--- config.mk ---
export PLATFORM = sky130hd
export DESIGN_NAME = vga_image_fetch_flat
export DESIGN_NICKNAME = d
export VERILOG_FILES = /design/src/rtl/vga_image_fetch_if.sv /design/src/rtl/vga_image_fetch.sv /design/src/flat_wrapper.sv
export SDC_FILE = /design/constraint.sdc
export NUM_CORES = 1
export LEC_CHECK = 0
export CORE_AREA = 2 2 97 99
export CTS_CLUSTER_DIAMETER = 150
export DETAILED_ROUTE_END_ITERATION = 6
export DIE_AREA = 0 0 99 101
export HOLD_SLACK_MARGIN = 0.02
export PLACE_DENSITY = 0.8
export SYNTH_ARGS = -nofsm -noshare
export SYNTH_HDL_FRONTEND = slang
export SYNTH_SLANG_ARGS = --single-unit
--- constraint.sdc ---
create_clock -name clk -period 3.5 [get_ports clk]
set_input_delay 0.35 -clock clk [delete_from_list [all_inputs] [get_ports clk]]
set_output_delay 0.35 -clock clk [all_outputs]
set_load 0.05 [all_outputs]
--- src/rtl/vga_image_fetch_if.sv ---
// ROM read bus and VGA pin bundle for vga_image_fetch.
// The master side drives the ROM address and the DAC pins.
interface vga_image_fetch_if;
  logic [31:0] rom_addr;
  logic [23:0] rom_r;
  logic [23:0] rom_g;
  logic [23:0] rom_b;
  logic [7:0]  vga_r;
  logic [7:0]  vga_g;
  logic [7:0]  vga_b;
  logic        hsync;
  logic        vsync;
  logic        blank_n;

  modport master (
    output rom_addr, vga_r, vga_g, vga_b,
    output hsync, vsync, blank_n,
    input  rom_r, rom_g, rom_b
  );

  modport slave (
    input  rom_addr, vga_r, vga_g, vga_b,
    input  hsync, vsync, blank_n,
    output rom_r, rom_g, rom_b
  );
endinterface

--- src/rtl/vga_image_fetch.sv ---
// VGA timing + image ROM address generator with 2-tick pixel pipeline.
// Optional VGA_TESTPAT_EN adds a testpat input that overrides window pixels.
module vga_image_fetch #(
  parameter int H_ACTIVE = 640,
  parameter int H_FP     = 16,
  parameter int H_SYNC   = 96,
  parameter int H_BP     = 48,
  parameter int V_ACTIVE = 480,
  parameter int V_FP     = 10,
  parameter int V_SYNC   = 2,
  parameter int V_BP     = 33,
  parameter int IMG_W    = 400,
  parameter int IMG_H    = 400,
  parameter int IMG_X0   = 120,
  parameter int IMG_Y0   = 40,
  parameter logic [23:0] BG_COLOR = 24'h000000
) (
  input  logic clk,
  input  logic rst,
  input  logic pix_en,
`ifdef VGA_TESTPAT_EN
  input  logic testpat,
`endif
  vga_image_fetch_if.master bus
);
  localparam int H_TOTAL = H_ACTIVE + H_FP + H_SYNC + H_BP;
  localparam int V_TOTAL = V_ACTIVE + V_FP + V_SYNC + V_BP;
  localparam int HW = $clog2(H_TOTAL);
  localparam int VW = $clog2(V_TOTAL);
  localparam int DEPTH = IMG_W * IMG_H;
  localparam int AW = $clog2(DEPTH);

  localparam logic [HW-1:0] H_LAST = HW'(H_TOTAL - 1);
  localparam logic [HW-1:0] H_ACT  = HW'(H_ACTIVE);
  localparam logic [HW-1:0] HS_BEG = HW'(H_ACTIVE + H_FP);
  localparam logic [HW-1:0] HS_END = HW'(H_ACTIVE + H_FP + H_SYNC);
  localparam logic [HW-1:0] X_BEG  = HW'(IMG_X0);
  localparam logic [HW-1:0] X_END  = HW'(IMG_X0 + IMG_W);
  localparam logic [VW-1:0] V_LAST = VW'(V_TOTAL - 1);
  localparam logic [VW-1:0] V_ACT  = VW'(V_ACTIVE);
  localparam logic [VW-1:0] VS_BEG = VW'(V_ACTIVE + V_FP);
  localparam logic [VW-1:0] VS_END = VW'(V_ACTIVE + V_FP + V_SYNC);
  localparam logic [VW-1:0] Y_BEG  = VW'(IMG_Y0);
  localparam logic [VW-1:0] Y_END  = VW'(IMG_Y0 + IMG_H);
  localparam logic [AW-1:0] A_LAST = AW'(DEPTH - 1);

  logic [HW-1:0] hcnt_q, hcnt_d;
  logic [VW-1:0] vcnt_q, vcnt_d;
  logic [AW-1:0] addr_cnt_q, addr_cnt_d;
  logic [31:0]   rom_addr_q, rom_addr_d;
  logic          win1_q, win1_d;
  logic          act1_q, act1_d;
  logic          hs1_q, hs1_d;
  logic          vs1_q, vs1_d;
  logic [23:0]   rgb_q, rgb_d;
  logic          blank_q, blank_d;
  logic          hsync_q, hsync_d;
  logic          vsync_q, vsync_d;
`ifdef VGA_TESTPAT_EN
  logic [7:0]    hx1_q, hx1_d;
  logic [7:0]    vy1_q, vy1_d;
`endif

  logic          in_win, act, hs, vs;
  logic          h_wrap, f_wrap;
  logic [23:0]   pix;
  logic          unused_rom;

  assign unused_rom = ^{bus.rom_r[23:8], bus.rom_g[23:8], bus.rom_b[23:8]};

  always_comb begin
    hcnt_d     = hcnt_q;
    vcnt_d     = vcnt_q;
    addr_cnt_d = addr_cnt_q;
    rom_addr_d = rom_addr_q;
    win1_d     = win1_q;
    act1_d     = act1_q;
    hs1_d      = hs1_q;
    vs1_d      = vs1_q;
    rgb_d      = rgb_q;
    blank_d    = blank_q;
    hsync_d    = hsync_q;
    vsync_d    = vsync_q;
`ifdef VGA_TESTPAT_EN
    hx1_d      = hx1_q;
    vy1_d      = vy1_q;
`endif
    in_win = (hcnt_q >= X_BEG) && (hcnt_q < X_END) &&
             (vcnt_q >= Y_BEG) && (vcnt_q < Y_END);
    act    = (hcnt_q < H_ACT) && (vcnt_q < V_ACT);
    hs     = !((hcnt_q >= HS_BEG) && (hcnt_q < HS_END));
    vs     = !((vcnt_q >= VS_BEG) && (vcnt_q < VS_END));
    h_wrap = (hcnt_q == H_LAST);
    f_wrap = h_wrap && (vcnt_q == V_LAST);

    // ROM data was captured one clk after the previous tick
    if (win1_q) begin
      pix = {bus.rom_r[7:0], bus.rom_g[7:0], bus.rom_b[7:0]};
`ifdef VGA_TESTPAT_EN
      if (testpat) pix = {hx1_q, vy1_q, 8'hFF};
`endif
    end else if (act1_q) begin
      pix = BG_COLOR;
    end else begin
      pix = '0;
    end

    if (pix_en) begin
      hcnt_d = h_wrap ? '0 : hcnt_q + HW'(1);
      if (h_wrap) vcnt_d = f_wrap ? '0 : vcnt_q + VW'(1);
      if (in_win) begin
        rom_addr_d = 32'(addr_cnt_q);
        addr_cnt_d = (addr_cnt_q == A_LAST) ? '0 : addr_cnt_q + AW'(1);
      end
      if (f_wrap) addr_cnt_d = '0;
      win1_d  = in_win;
      act1_d  = act;
      hs1_d   = hs;
      vs1_d   = vs;
`ifdef VGA_TESTPAT_EN
      hx1_d   = 8'(hcnt_q);
      vy1_d   = 8'(vcnt_q);
`endif
      rgb_d   = pix;
      blank_d = act1_q;
      hsync_d = hs1_q;
      vsync_d = vs1_q;
    end
  end

  always_ff @(posedge clk or posedge rst) begin
    if (rst) begin
      hcnt_q     <= '0;
      vcnt_q     <= '0;
      addr_cnt_q <= '0;
      rom_addr_q <= '0;
      win1_q     <= 1'b0;
      act1_q     <= 1'b0;
      hs1_q      <= 1'b1;
      vs1_q      <= 1'b1;
      rgb_q      <= '0;
      blank_q    <= 1'b0;
      hsync_q    <= 1'b1;
      vsync_q    <= 1'b1;
`ifdef VGA_TESTPAT_EN
      hx1_q      <= '0;
      vy1_q      <= '0;
`endif
    end else begin
      hcnt_q     <= hcnt_d;
      vcnt_q     <= vcnt_d;
      addr_cnt_q <= addr_cnt_d;
      rom_addr_q <= rom_addr_d;
      win1_q     <= win1_d;
      act1_q     <= act1_d;
      hs1_q      <= hs1_d;
      vs1_q      <= vs1_d;
      rgb_q      <= rgb_d;
      blank_q    <= blank_d;
      hsync_q    <= hsync_d;
      vsync_q    <= vsync_d;
`ifdef VGA_TESTPAT_EN
      hx1_q      <= hx1_d;
      vy1_q      <= vy1_d;
`endif
    end
  end

  assign bus.rom_addr = rom_addr_q;
  assign bus.vga_r    = rgb_q[23:16];
  assign bus.vga_g    = rgb_q[15:8];
  assign bus.vga_b    = rgb_q[7:0];
  assign bus.blank_n  = blank_q;
  assign bus.hsync    = hsync_q;
  assign bus.vsync    = vsync_q;
endmodule
--- src/flat_wrapper.sv ---
// flat-port wrapper written by rule: the top's interface ports become plain ports
module vga_image_fetch_flat 
#(
  parameter int H_ACTIVE = 640,
  parameter int H_FP     = 16,
  parameter int H_SYNC   = 96,
  parameter int H_BP     = 48,
  parameter int V_ACTIVE = 480,
  parameter int V_FP     = 10,
  parameter int V_SYNC   = 2,
  parameter int V_BP     = 33,
  parameter int IMG_W    = 400,
  parameter int IMG_H    = 400,
  parameter int IMG_X0   = 120,
  parameter int IMG_Y0   = 40,
  parameter logic [23:0] BG_COLOR = 24'h000000
)
  (clk, rst, pix_en, bus_rom_addr, bus_vga_r, bus_vga_g, bus_vga_b, bus_hsync, bus_vsync, bus_blank_n, bus_rom_r, bus_rom_g, bus_rom_b);
  vga_image_fetch_if bus_i ();
  input  logic clk;
  input  logic rst;
  input  logic pix_en;
  output wire logic [$bits(bus_i.rom_addr)-1:0] bus_rom_addr;
  output wire logic [$bits(bus_i.vga_r)-1:0] bus_vga_r;
  output wire logic [$bits(bus_i.vga_g)-1:0] bus_vga_g;
  output wire logic [$bits(bus_i.vga_b)-1:0] bus_vga_b;
  output wire logic [$bits(bus_i.hsync)-1:0] bus_hsync;
  output wire logic [$bits(bus_i.vsync)-1:0] bus_vsync;
  output wire logic [$bits(bus_i.blank_n)-1:0] bus_blank_n;
  input wire logic [$bits(bus_i.rom_r)-1:0] bus_rom_r;
  input wire logic [$bits(bus_i.rom_g)-1:0] bus_rom_g;
  input wire logic [$bits(bus_i.rom_b)-1:0] bus_rom_b;
  assign bus_rom_addr = bus_i.rom_addr;
  assign bus_vga_r = bus_i.vga_r;
  assign bus_vga_g = bus_i.vga_g;
  assign bus_vga_b = bus_i.vga_b;
  assign bus_hsync = bus_i.hsync;
  assign bus_vsync = bus_i.vsync;
  assign bus_blank_n = bus_i.blank_n;
  assign bus_i.rom_r = bus_rom_r;
  assign bus_i.rom_g = bus_rom_g;
  assign bus_i.rom_b = bus_rom_b;
  vga_image_fetch #(.H_ACTIVE(H_ACTIVE), .H_FP(H_FP), .H_SYNC(H_SYNC), .H_BP(H_BP), .V_ACTIVE(V_ACTIVE), .V_FP(V_FP), .V_SYNC(V_SYNC), .V_BP(V_BP), .IMG_W(IMG_W), .IMG_H(IMG_H), .IMG_X0(IMG_X0), .IMG_Y0(IMG_Y0), .BG_COLOR(BG_COLOR)) u_core (.clk(clk), .rst(rst), .pix_en(pix_en), .bus(bus_i));
endmodule
==> results.toml <==
[hold_path]
hold_class = "in -> async"

[floorplanning]
die-height_microns = 101
die_w_microns = 99
ios = 134
initial_core_util = 0.452
dieArea_sq_um = 10000
num_rows = 35
coreArea_sq_um = 8980

[synthesis]
synthArstFlopShare = 1.00
yosys-top-cells-area = "dfrtp_1 51%, mux2_2 5.8%, a22o_1 5.0%, buf_4 2.6%, dfstp_2 2.6%"
synth_top_area_share = 0.512
syn_area_sq_um = 4060
ys_types = 48
syn-mean-instance-area_sq_um = 10.8
synth_edf_count = 0
ys_seq_area_frac = 0.538
ys_seq_elements = 87
yosys_warnings = 0
synthFlopType = "dfrtp_1"
syn_inst = 377
yosysTopAreaCell = "dfrtp_1"

[cts]
tritoncts = "done"
cts-root-buf = "clkbuf_8"
post_cts_buffers = 0
clk_pin_slew_worst_paths_ps = 90
cts_made_buffers = 9
clockBufferDepth = 2
cts_num_sinks = 87
clk_latency_ps = 360
cts_repair_resize_count = 0
htree_levels = 3
holdBufCountCts = 0

[timing]
rsz0062_at_grt = "no"
finalSetupTns_ps = 0
fin_skew_ps = 12.0
final_max_slew_viol_count = 0
min_period_ps = 2730
post-route-period-util = 0.779
worst_hold_slack_ps = 448
fmax_mhz = 367
slew_headroom = 0.459
worstMarginPinSlew_ps = 804
hold_violations = 0
setup_viol = 0

[finish]
layout.nets = 524
multiInputGateArea_sq_um = 1690
diodes = 0
final_area_sq_um = 5060
regArea_sq_um = 2180
n_fill_cell = 729
areaGrowthSynthToFinish_pct = 24.8
drive_gt1_frac = 0.129

[route]
wl_per_cell_microns = 15.4
drt_wl_total_microns = 8620
vias_per_cell = 5.56
postRouteAntennaNets = 0
drc = 0
first_pass_iters = 4
vias = 3111
drt_iter0_drc = 163

[placed_design]
placed_area_sq_um = 4820
place_congestion = 0.825
port_buffers = 71
dp_hpwl_microns = 5980

[pwr]
power_density_nw_per_um2 = 425
leakage_nw = 2.16
ir_worst_vdd_mv = 0.246

[setup_path]
crit_start = "u_core.hcnt_q[5]$_DFFE_PP0P_"
path_class = "reg -> reg"
cp.required_ps = 3760
cp_data_arrival_time_ps = 2990
rr_startpoint = "u_core.hcnt_q[5]$_DFFE_PP0P_"
critPathMaxFanout = 16
cp-start-kind = "flop"
worstSetupEndpointType = "flop"

[run]
maxCapViolCount = 0

[grt]
grt_overflow = 0
grt_pass1_wl_microns = 14700
antenna_found_initial = 0
grt_max_degree = 50
grt_pass1_vias = 3097
grt.total_usage = 0.180

[status]
status = "complete, no violations"
[cells by family after synthesis]
logic type               share of synthesized area
multiplexers                                0.0583
adder cells (fa/ha/maj)                     0.0154
XOR/XNOR                                    0.0238
AND/OR/NAND/NOR                              0.152
flip-flops                                   0.538
other                                     0.000924
AO/OA/AOI/OAI                                0.151
buffers and inverters                       0.0601
[worst paths after layout]
path | to | slack [ps] | depth (start not counted)
max | u_core.addr_cnt_q[13]$_DFFE_PP0P_ | 770 | 6
min | u_core.rgb_q[12]$_DFFE_PP0P_ | 450 | 2
max reg2reg | u_core.addr_cnt_q[13]$_DFFE_PP0P_ | 770 | 6
min reg2reg | u_core.bus.rom_addr[15]$_DFFE_PP0P_ | 510 | 1
max in group asynchronous | u_core.vcnt_q[3]$_DFFE_PP0P_ | 2280 | 3
min in group clk | u_core.bus.rom_addr[15]$_DFFE_PP0P_ | 510 | 1
[placed cells by master, fill, tap and decap left out, types with 3 or more instances in the layout]
cell type        count
a21oi_1              8
a22o_1              23
a31oi_1              3
and3_1               5
buf_4                9
bufinv_16            3
clkbuf_8             9
clkdlybuf4s50_1     71
conb_1              14
dfrtp_1             83
dfstp_2              4
ha_1                 5
inv_1                9
mux2_2              21
nand2_1             27
nand2b_1             4
nand3_1             16
nand4_1              9
nor2_1              21
nor2b_1              4
nor3_1               4
nor4_1               5
o21ai_0             21
o21ai_1             13
o31ai_1             10
o31ai_2              4
or3_1                4
xnor2_1              5
xor2_1               6
[per-stage QoR]
stage,std cells,total power [mW],setup WS (ps),utilization
after floorplan,390,1.28,906,-
after global placement,544,1.33,807,0.537
after detailed placement,544,1.34,760,0.537
after CTS,560,2.17,793,0.564
after global routing,560,2.24,644,0.564
final,560,2.15,774,0.564
[sequential cells by signal (all words and copies together), names as in the netlist]
name                 flops
u_core.hcnt_q           10
u_core.bus.rom_addr     18
u_core.bus.blank_n       1
u_core.win1_q            1
u_core.vs1_q             1
u_core.hs1_q             1
u_core.vcnt_q           10
u_core.act1_q            1
u_core.addr_cnt_q       18
u_core.rgb_q            24
u_core.bus.hsync         1
u_core.bus.vsync         1
[critical path: stages (launching register included)]
cell     delay [ps]
dfrtp_1         450
or3b_1          450
or3_4           440
or2_4           260
o21a_1          200
or2_1           490
o31ai_1         350
[synth_stat cells, drive strengths merged (2+ instances only)]
cell    count
dfstp       4
or4b        2
o31ai      14
o21ai      34
or3         5
and3        5
xnor2       5
nand4       9
nand3      16
and2        2
xor2        6
a22o       23
dfrtp      83
nand2      27
ha          5
nand2b      4
nor2       21
or2         3
o32ai       2
buf        17
clkbuf     20
nor2b       4
nor3        4
a31oi       3
inv        10
a21oi       8
nand4b      2
mux2       21
and4        2
nor4        5
or4         2
[routing by layer]
metal | vias to the layer above | track usage | part of all wire
li1 | 1464 | - | -
met1 | 1574 | 0.249 | 0.45
met2 | 65 | 0.290 | 0.50
met3 | 8 | 0.0326 | 0.039
met4 | 0 | 0.0590 | 0.010
met5 | - | 0 | 0
[cell type report]
| class | count | area share |
|---|---|---|
| Clock inverter | 5 | 0.0210 |
| Tap cell | 111 | 0.0274 |
| Inverter | 10 | 0.00766 |
| Clock buffer | 11 | 0.0260 |
| Multi-Input combinational cell | 256 | 0.333 |
| Sequential cell | 87 | 0.431 |
| Timing Repair Buffer | 80 | 0.154 |
[where the power goes]
group          total [mW]  leakage [nW]  internal, mW  switching [mW]
Clock               0.827         0.114         0.477           0.349
Combinational       0.203         0.911        0.0790           0.124
Sequential           1.12          1.13          1.05          0.0714
Total                2.15          2.16          1.61           0.545
Power figures use the tool's default switching activity.
